[src/rtl/iob_axistream_arbiter_pkg.sv]
// iob_axistream_arbiter_pkg: shared state encoding, skid depth and index-width helper
package iob_axistream_arbiter_pkg;
  localparam logic [0:0] IDLE = 1'b0;
  localparam logic [0:0] LOCK = 1'b1;
  localparam int SKID_DEPTH = 2;
  function automatic int clog2_n(input int n);
    return (n <= 2) ? 1 : $clog2(n);
  endfunction
endpackage

[src/rtl/iob_axis_skid.sv]
// iob_axis_skid: 2-entry AXI-Stream register slice with registered ready and outputs
module iob_axis_skid
  import iob_axistream_arbiter_pkg::*;
#(
  parameter int W = 9
) (
  input  logic         clk_i,
  input  logic         cke_i,
  input  logic         rst_i,
  input  logic [W-1:0] s_data_i,
  input  logic         s_valid_i,
  output logic         s_ready_o,
  output logic [W-1:0] m_data_o,
  output logic         m_valid_o,
  input  logic         m_ready_i,
  output logic [1:0]   level_o
);
  logic [W-1:0] head, tail;
  logic [1:0] level;
  logic push, pop;
  assign s_ready_o = level != 2'(SKID_DEPTH);
  assign m_valid_o = level != 2'd0;
  assign m_data_o = head;
  assign level_o = level;
  assign push = s_valid_i & s_ready_o;
  assign pop = m_valid_o & m_ready_i;
  // head always holds the oldest beat; tail only fills while head is stalled
  always_ff @(posedge clk_i) begin
    if (rst_i) begin
      head <= '0;
      tail <= '0;
      level <= 2'd0;
    end else if (cke_i) begin
      if (push && (level == 2'd0 || (level == 2'd1 && pop))) head <= s_data_i;
      else if (pop && level == 2'd2) head <= tail;
      if (push && level == 2'd1 && !pop) tail <= s_data_i;
      level <= level + 2'(push) - 2'(pop);
    end
  end
endmodule

[src/rtl/iob_axistream_arbiter.sv]
// iob_axistream_arbiter: packet-locked round-robin arbiter of N_IN AXI-Streams onto one skid-buffered sink
module iob_axistream_arbiter
  import iob_axistream_arbiter_pkg::*;
#(
  parameter int N_IN = 2,
  parameter int TDATA_W = 8,
  parameter int CNT_W = 16
) (
  input  logic                    clk_i,
  input  logic                    cke_i,
  input  logic                    rst_i,
  input  logic                    enable_i,
  input  logic [N_IN*TDATA_W-1:0] s_axis_tdata_i,
  input  logic [N_IN-1:0]         s_axis_tvalid_i,
  input  logic [N_IN-1:0]         s_axis_tlast_i,
  output logic [N_IN-1:0]         s_axis_tready_o,
  output logic [TDATA_W-1:0]      m_axis_tdata_o,
  output logic                    m_axis_tvalid_o,
  output logic                    m_axis_tlast_o,
  input  logic                    m_axis_tready_i,
  output logic [N_IN-1:0]         grant_o,
  output logic                    busy_o,
  output logic [CNT_W-1:0]        pkt_count_o
);
  localparam int GW = clog2_n(N_IN);
  logic [0:0] state;
  logic [GW-1:0] g_idx, last_grant;
  logic [CNT_W-1:0] pkt_cnt;
  logic [1:0] level;
  logic buf_ready, lock, s_v, s_l, acc;
  logic [TDATA_W-1:0] s_d;
  // first valid port strictly after last, wrapping
  function automatic logic [GW-1:0] rr_pick(input logic [N_IN-1:0] v, input logic [GW-1:0] last);
    int idx;
    rr_pick = last;
    for (int k = N_IN; k >= 1; k--) begin
      idx = (int'(last) + k) % N_IN;
      if (v[idx]) rr_pick = GW'(idx);
    end
  endfunction
  assign lock = state == LOCK;
  assign s_v = s_axis_tvalid_i[g_idx];
  assign s_l = s_axis_tlast_i[g_idx];
  assign s_d = s_axis_tdata_i[int'(g_idx)*TDATA_W +: TDATA_W];
  assign acc = lock & s_v & buf_ready;
  assign grant_o = lock ? N_IN'(1) << g_idx : '0;
  assign s_axis_tready_o = buf_ready ? grant_o : '0;
  assign busy_o = lock | (level != 2'd0);
  assign pkt_count_o = pkt_cnt;
  iob_axis_skid #(.W(TDATA_W + 1)) skid (
    .clk_i(clk_i),
    .cke_i(cke_i),
    .rst_i(rst_i),
    .s_data_i({s_l, s_d}),
    .s_valid_i(lock & s_v),
    .s_ready_o(buf_ready),
    .m_data_o({m_axis_tlast_o, m_axis_tdata_o}),
    .m_valid_o(m_axis_tvalid_o),
    .m_ready_i(m_axis_tready_i),
    .level_o(level)
  );
  always_ff @(posedge clk_i) begin
    if (rst_i) begin
      state <= IDLE;
      g_idx <= '0;
      last_grant <= GW'(N_IN - 1);
      pkt_cnt <= '0;
    end else if (cke_i) begin
      if (!lock && enable_i && |s_axis_tvalid_i) begin
        g_idx <= rr_pick(s_axis_tvalid_i, last_grant);
        state <= LOCK;
      end else if (acc && s_l) begin
        state <= IDLE;
        last_grant <= g_idx;
        pkt_cnt <= pkt_cnt + CNT_W'(1);
      end
    end
  end
endmodule

[config.mk]
export PLATFORM = sky130hd
export DESIGN_NAME = iob_axistream_arbiter
export DESIGN_NICKNAME = d
export VERILOG_FILES = /design/src/rtl/iob_axistream_arbiter_pkg.sv /design/src/rtl/iob_axis_skid.sv /design/src/rtl/iob_axistream_arbiter.sv
export SDC_FILE = /design/constraint.sdc
export NUM_CORES = 1
export LEC_CHECK = 0
export BUFFER_PORTS_ARGS = -buffer_cell sky130_fd_sc_hd__clkbuf_2
export CAP_MARGIN = 5
export CORE_MARGIN = 2
export CORE_UTILIZATION = 52
export DETAILED_ROUTE_END_ITERATION = 8
export PLACE_DENSITY_LB_ADDON = 0.25
export SLEW_MARGIN = 20
export SYNTH_ARGS = -nofsm -noshare
export SYNTH_HDL_FRONTEND = slang
export SYNTH_SLANG_ARGS = --single-unit
[constraint.sdc]
create_clock -name clk_i -period 2.1 [get_ports clk_i]
set_input_delay 0 -clock clk_i [delete_from_list [all_inputs] [get_ports clk_i]]
set_output_delay 0 -clock clk_i [all_outputs]
set_load 0.05 [all_outputs]
Word level (Yosys, flattened, before mapping) --
Index checks and enable logic that the tools add are counted.
Cells by class: add/subtract/negate cells 5, order comparisons 3, equality and inequality tests 3, shift-type cells 2, multiplexer cells 18, bitwise operators 7, reduce and logical (&&, ||, !) cells 21
Operators with widths (number):
- $mux 9 | 2
- $add 16x1->16 const B | 1
- $shiftx 16x5->8 | 1
- $mux 1 | 14
- $logic_and 1x1->1 | 8
- $reduce_and 2->1 | 4
- $lt 2x3->1 const B | 2
- $reduce_bool 2->1 | 3
- $mux 2 | 2
- $and 1x1->1 | 3
- $reduce_and 3->1 | 1
- $add 1x1->1 const B | 2
- $add 2x1->2 | 1
- $and 1x1->1 const A | 2
- $eq 2x1->1 const B | 1
- $eq 2x2->1 const B | 1
- $logic_not 1->1 | 2
- $logic_not 2->1 | 1
- $lt 1x2->1 const B | 1
- $ne 2x2->1 const B | 1
- $reduce_or 2->1 | 1
- $shl 1x1->2 const A | 1
- $sub 2x1->2 | 1
- $logic_or 1x1->1 | 1
- 2 further kinds | 2
Storage, ports and cells: register bits after elaboration 39, bits of input ports 25, output and inout bits 31, word-level logic and storage cells 66

Longest topological paths before layout --
depth in word-level cells 7, gate-level depth with buffers 9, depth with buffers taken out 9

Cells and area by module --
Synthesis repeated with hierarchy kept, for this count alone.
Second synthesis, totals: cell total of the unflattened synthesis 240, area, all modules 2098.3 um^2
Modules (own cells, without submodules):
- iob_axis_skid | instances 1, cells an instance 118, area an instance 1073.5 um^2, seq. area each 400.4 um^2
- iob_axistream_arbiter | instances 1, cells an instance 122, area an instance 1024.7 um^2, seq. area each 380.4 um^2

Worst setup path after synthesis --
Ideal clock, no wire load.
kind flip-flop to flip-flop, start register pkt_cnt[3], in the netlist pkt_count_o[3], end register pkt_cnt[14], in the netlist pkt_count_o[14], library setup time 70 ps, arrival time 1971 ps, required time 2030 ps, setup slack 59 ps, cell stages (with the launch flop) 6, buffers on the path 0, period minus slack after synthesis 2041 ps, cells stage by stage dfxtp_1 -> and3_1 -> and3_1 -> nand4_4 -> or4_1 -> a21oi_1
On the way: longest elaborated chain between the ends 1
RTL lines:
- from (decl) | RTL line iob_axistream_arbiter.sv:28 | logic [CNT_W-1:0] pkt_cnt;
- from (signal assigned) | RTL line iob_axistream_arbiter.sv:75 | pkt_cnt <= pkt_cnt + CNT_W'(1);
- $add 16x1->16 | RTL line iob_axistream_arbiter.sv:75
Every way passes these cells. A chain may end at the register's enable or synchronous reset.

Worst setup path in the final report --
start register skid.level[1], in the netlist skid.level_o[1], end register skid.level[1], in the netlist skid.level_o[1]
On the way: longest elaborated chain between the ends 4, elaborated cells between the ends (all ways) 6, classes of those cells add/sub: 2; eq/ne: 1; bitwise: 2; reduce/logical: 1
RTL lines:
- from (decl) | RTL line iob_axis_skid.sv:19 | logic [1:0] level;
- from (signal assigned) | RTL line iob_axis_skid.sv:37 | level <= level + 2'(push) - 2'(pop);
- $ne 2x2->1 | RTL line iob_axis_skid.sv:21 | assign s_ready_o = level != 2'(SKID_DEPTH);
- $and 1x1->1 | RTL line iob_axis_skid.sv:25 | assign push = s_valid_i & s_ready_o;
- $add 2x1->2 | RTL line iob_axis_skid.sv:37
- $sub 2x1->2 (*) | RTL line iob_axis_skid.sv:37
Every way passes the cells marked *; elsewhere a longest branch is shown, timed or not.

==> flow_summary_export.csv <==
group,metric,value,unit
floorplanning,dieWidth,66.0,um
floorplanning,core,0.00369,mm^2
worst_setup_path,cpPeakStageDelay,0.36,ns
timing,max_freq,539,MHz
placement,dp.cells,327,
worst_setup_path,worstPathArrival,2.02,ns
clocking,tritoncts,"yes",
cells_and_area,area_delta_synth_final,20.1,%
timing,rsz0062_at_grt,"no",
floorplanning,die_h,66.0,um
cells_and_area,nNetsFinal,314,
status,outcome,"complete, no violations",
timing,finalWorstSetupSlack,0.244,ns
clocking,cts-buffers-inserted,5,
global_routing,grt_pass1_vias,1512,
global_routing,antenna_found_initial,0,
placement,port_buffers,55,
global_routing,grt_overflow,0,
cells_and_area,n_fill_cell,343,
clocking,clk_latency,0.29,ns
yosys,yosysSeqAreaShare,0.391,
routing,firstDrtPassIters,4,
yosys,synth_area_leaders,"dfxtp_1 39%, mux2_2 9.0%, nor2_1 5.1%",
timing,period_share,0.884,
placement,post-dp-hpwl,3.09,mm
floorplanning,rows,22,
routing,wl,4.32,mm
cells_and_area,multiInputGateArea,0.00112,mm^2
global_routing,grt_util_all_layers,0.214,
clocking,cts.sinks,39,
worst_setup_path,timing_worst_setup_path_type,"register to register",
routing,drc,0,
worst_setup_path,cp.required,2.27,ns
timing,fin_crit,1.86,ns
yosys,syn_inst,230,
power,cellPowerDensity,591,mW/mm^2
worst_setup_path,cp_max_fo,6,
yosys,yosys.area.top_type_share,0.391,
clocking,ctsHtreeMaxLevel,2,
yosys,synth_seq_cells,39,
global_routing,grt_pass1_wl,7.11,mm
timing,hold_viol,0,
routing,vias,1758,
routing,wl_per_cell,13.0,um
placement,place_ws,0.249,ns
worst_setup_path,cp-start-kind,"register",
yosys,syn_nets,258,
timing,slew_viol_final,0,
job,drv_cap,0,
clocking,hold_buffers,0,
timing,clock_skew,0.00192,ns
hold_path,hold_path.class,"primary input to register",
worst_setup_path,worstPathCellList,"or2_2, and2_1, ha_1, inv_1, ha_1, xor2_1, nand2_1, xor2_1, nor2_1",
yosys,synthesis.area,0.00200,mm^2
routing,drtIter0Drc,102,
cells_and_area,seq_area,781,um^2
power,leakagePower,1.07,nW
worst_setup_path,cp_slowest_cell,"dfxtp_1",
routing,ant_nets,0,
timing,worst_slew_pin_slew,0.523,ns
worst_setup_path,crit_buf_inv,1,
floorplanning,dieArea,0.00435,mm^2
clocking,cts_buffer_depth,2,
clocking,cts_setup_buffers,0,
yosys,syn_avg_cell_area,8.68,um^2
routing,via_per_inst,5.28,
worst_setup_path,cp-end-kind,"register",
worst_setup_path,path_delay_family,"simple AND/OR/NAND/NOR gates",
clocking,cts-root-buf,"clkbuf_8",
cells_and_area,drive_gt1_frac,0.316,
global_routing,grt_max_degree,28,
floorplanning,initial_core_util,0.541,
clocking,cts.repair.resized,0,
floorplanning,pin_count,56,
timing,slew_headroom,0.652,
yosys,yosysUniqueCellTypes,37,
power,peakVddDrop,380,uV
cells_and_area,n_antenna_cell,0,
clocking,path_clk_slew,0.07,ns
cells_and_area,stdcell_count,333,
yosys,synth_top_cell_by_area,"dfxtp_1",
placement,gp_congestion,0.797,
timing,fin_setup_tns,0,ns
yosys,yosys_warnings,0,
timing,setup_viol,0,
==> per-layer routing <==
layer	vias up	global-route usage	share of wire
met2	40	0.314	0.44
met4	0	0.0816	0.010
met5	-	0	0
met1	792	0.301	0.50
met3	4	0.0528	0.049
li1	922	-	-
==> sequential cells by signal, indices dropped and copies added, names as in the netlist <==
signal and cells:
lock 1, last_grant 1, skid.tail 9, g_idx 1, skid.m_data_o 9, skid.level_o 2, pkt_count_o 16
==> synthesized netlist by cell type, drive strengths merged <==
library cell,number
nand2b,1
nor2,27
o21ai,4
clkinv,1
o31ai,3
o211ai,1
or4,3
o211a,1
xor2,2
xnor2,10
ha,3
and2,2
or3,2
nand3,14
nand2,20
or2,2
buf,5
and3,4
nor2b,4
nor3,5
inv,9
mux2i,10
dfxtp,39
o2111ai,1
nand3b,1
a2111oi,1
nor4,7
nand4,7
a21oi,16
mux2,18
clkbuf,7
==> cell usage in the layout, fill, tap and decap left out, types with 4 or more instances in the layout <==
cell	instances
a21oi_1	16
and3_1	4
buf_4	6
clkbuf_2	55
clkbuf_8	5
dfxtp_1	39
inv_1	9
mux2_2	16
mux2i_1	10
nand2_1	19
nand3_1	13
nand4_1	6
nor2_1	27
nor2b_1	4
nor3_1	5
nor4_1	7
o21ai_0	4
xnor2_1	10
==> path summary, 6_finish.rpt <==
path / to / startpoint / slack (ns) / cells past startpoint
max: skid.level_o[1] / skid.level_o[1] / 0.24 / 9
min: g_idx / s_axis_tvalid_i[1] / 0.07 / 3
max reg2reg: skid.level_o[1] / skid.level_o[1] / 0.24 / 9
min reg2reg: skid.m_data_o[4] / skid.m_data_o[4] / 0.47 / 2
==> kinds of logic (layout without fill, tap and decap cells) <==
family | Yosys count | in the layout | synth area share
muxes | 28 | 28 | 0.155
xor gates and xnor gates | 12 | 12 | 0.0527
adders and majority gates | 3 | 3 | 0.0188
buffers and inverters | 22 | 77 | 0.0458
and+or+nand+nor | 99 | 99 | 0.257
AOI/OAI and AO/OA | 27 | 27 | 0.0790
DFF | 39 | 39 | 0.391
==> power breakdown <==
| group | internal [W] | switching, W | leakage (nW) |
|---|---|---|---|
| logic | 0.0000714 | 0.000113 | 0.717 |
| registers | 0.000745 | 0.00000949 | 0.314 |
| clock network | 0.000222 | 0.000255 | 0.0371 |
| total | 0.00104 | 0.000377 | 1.07 |
==> cell type report <==
type	count	area share
clock buffers	6	0.0303
inverters	10	0.0162
flip-flops and latches	39	0.326
well taps	48	0.0251
repair buffers	61	0.134
multi-input cells	169	0.469
==> worst min-delay path, cell delays in order <==
cell       delay, ns
clkbuf_2        0.11
a2111oi_0       0.09
nor3_1          0.11
==> metrics by stage <==
step | power [W] | util | instance area, um^2 | hold WS, ns
after floorplan | 0.000901 | - | 2000 | 0.213
after global placement | 0.000954 | 0.630 | 2320 | 0.354
after detailed placement | 0.000956 | 0.630 | 2320 | 0.356
after CTS | 0.00143 | 0.650 | 2400 | 0.0623
after global routing | 0.00147 | 0.650 | 2400 | 0.0775
final | 0.00142 | 0.650 | 2400 | 0.0660
(Power assumes the default switching activity.)
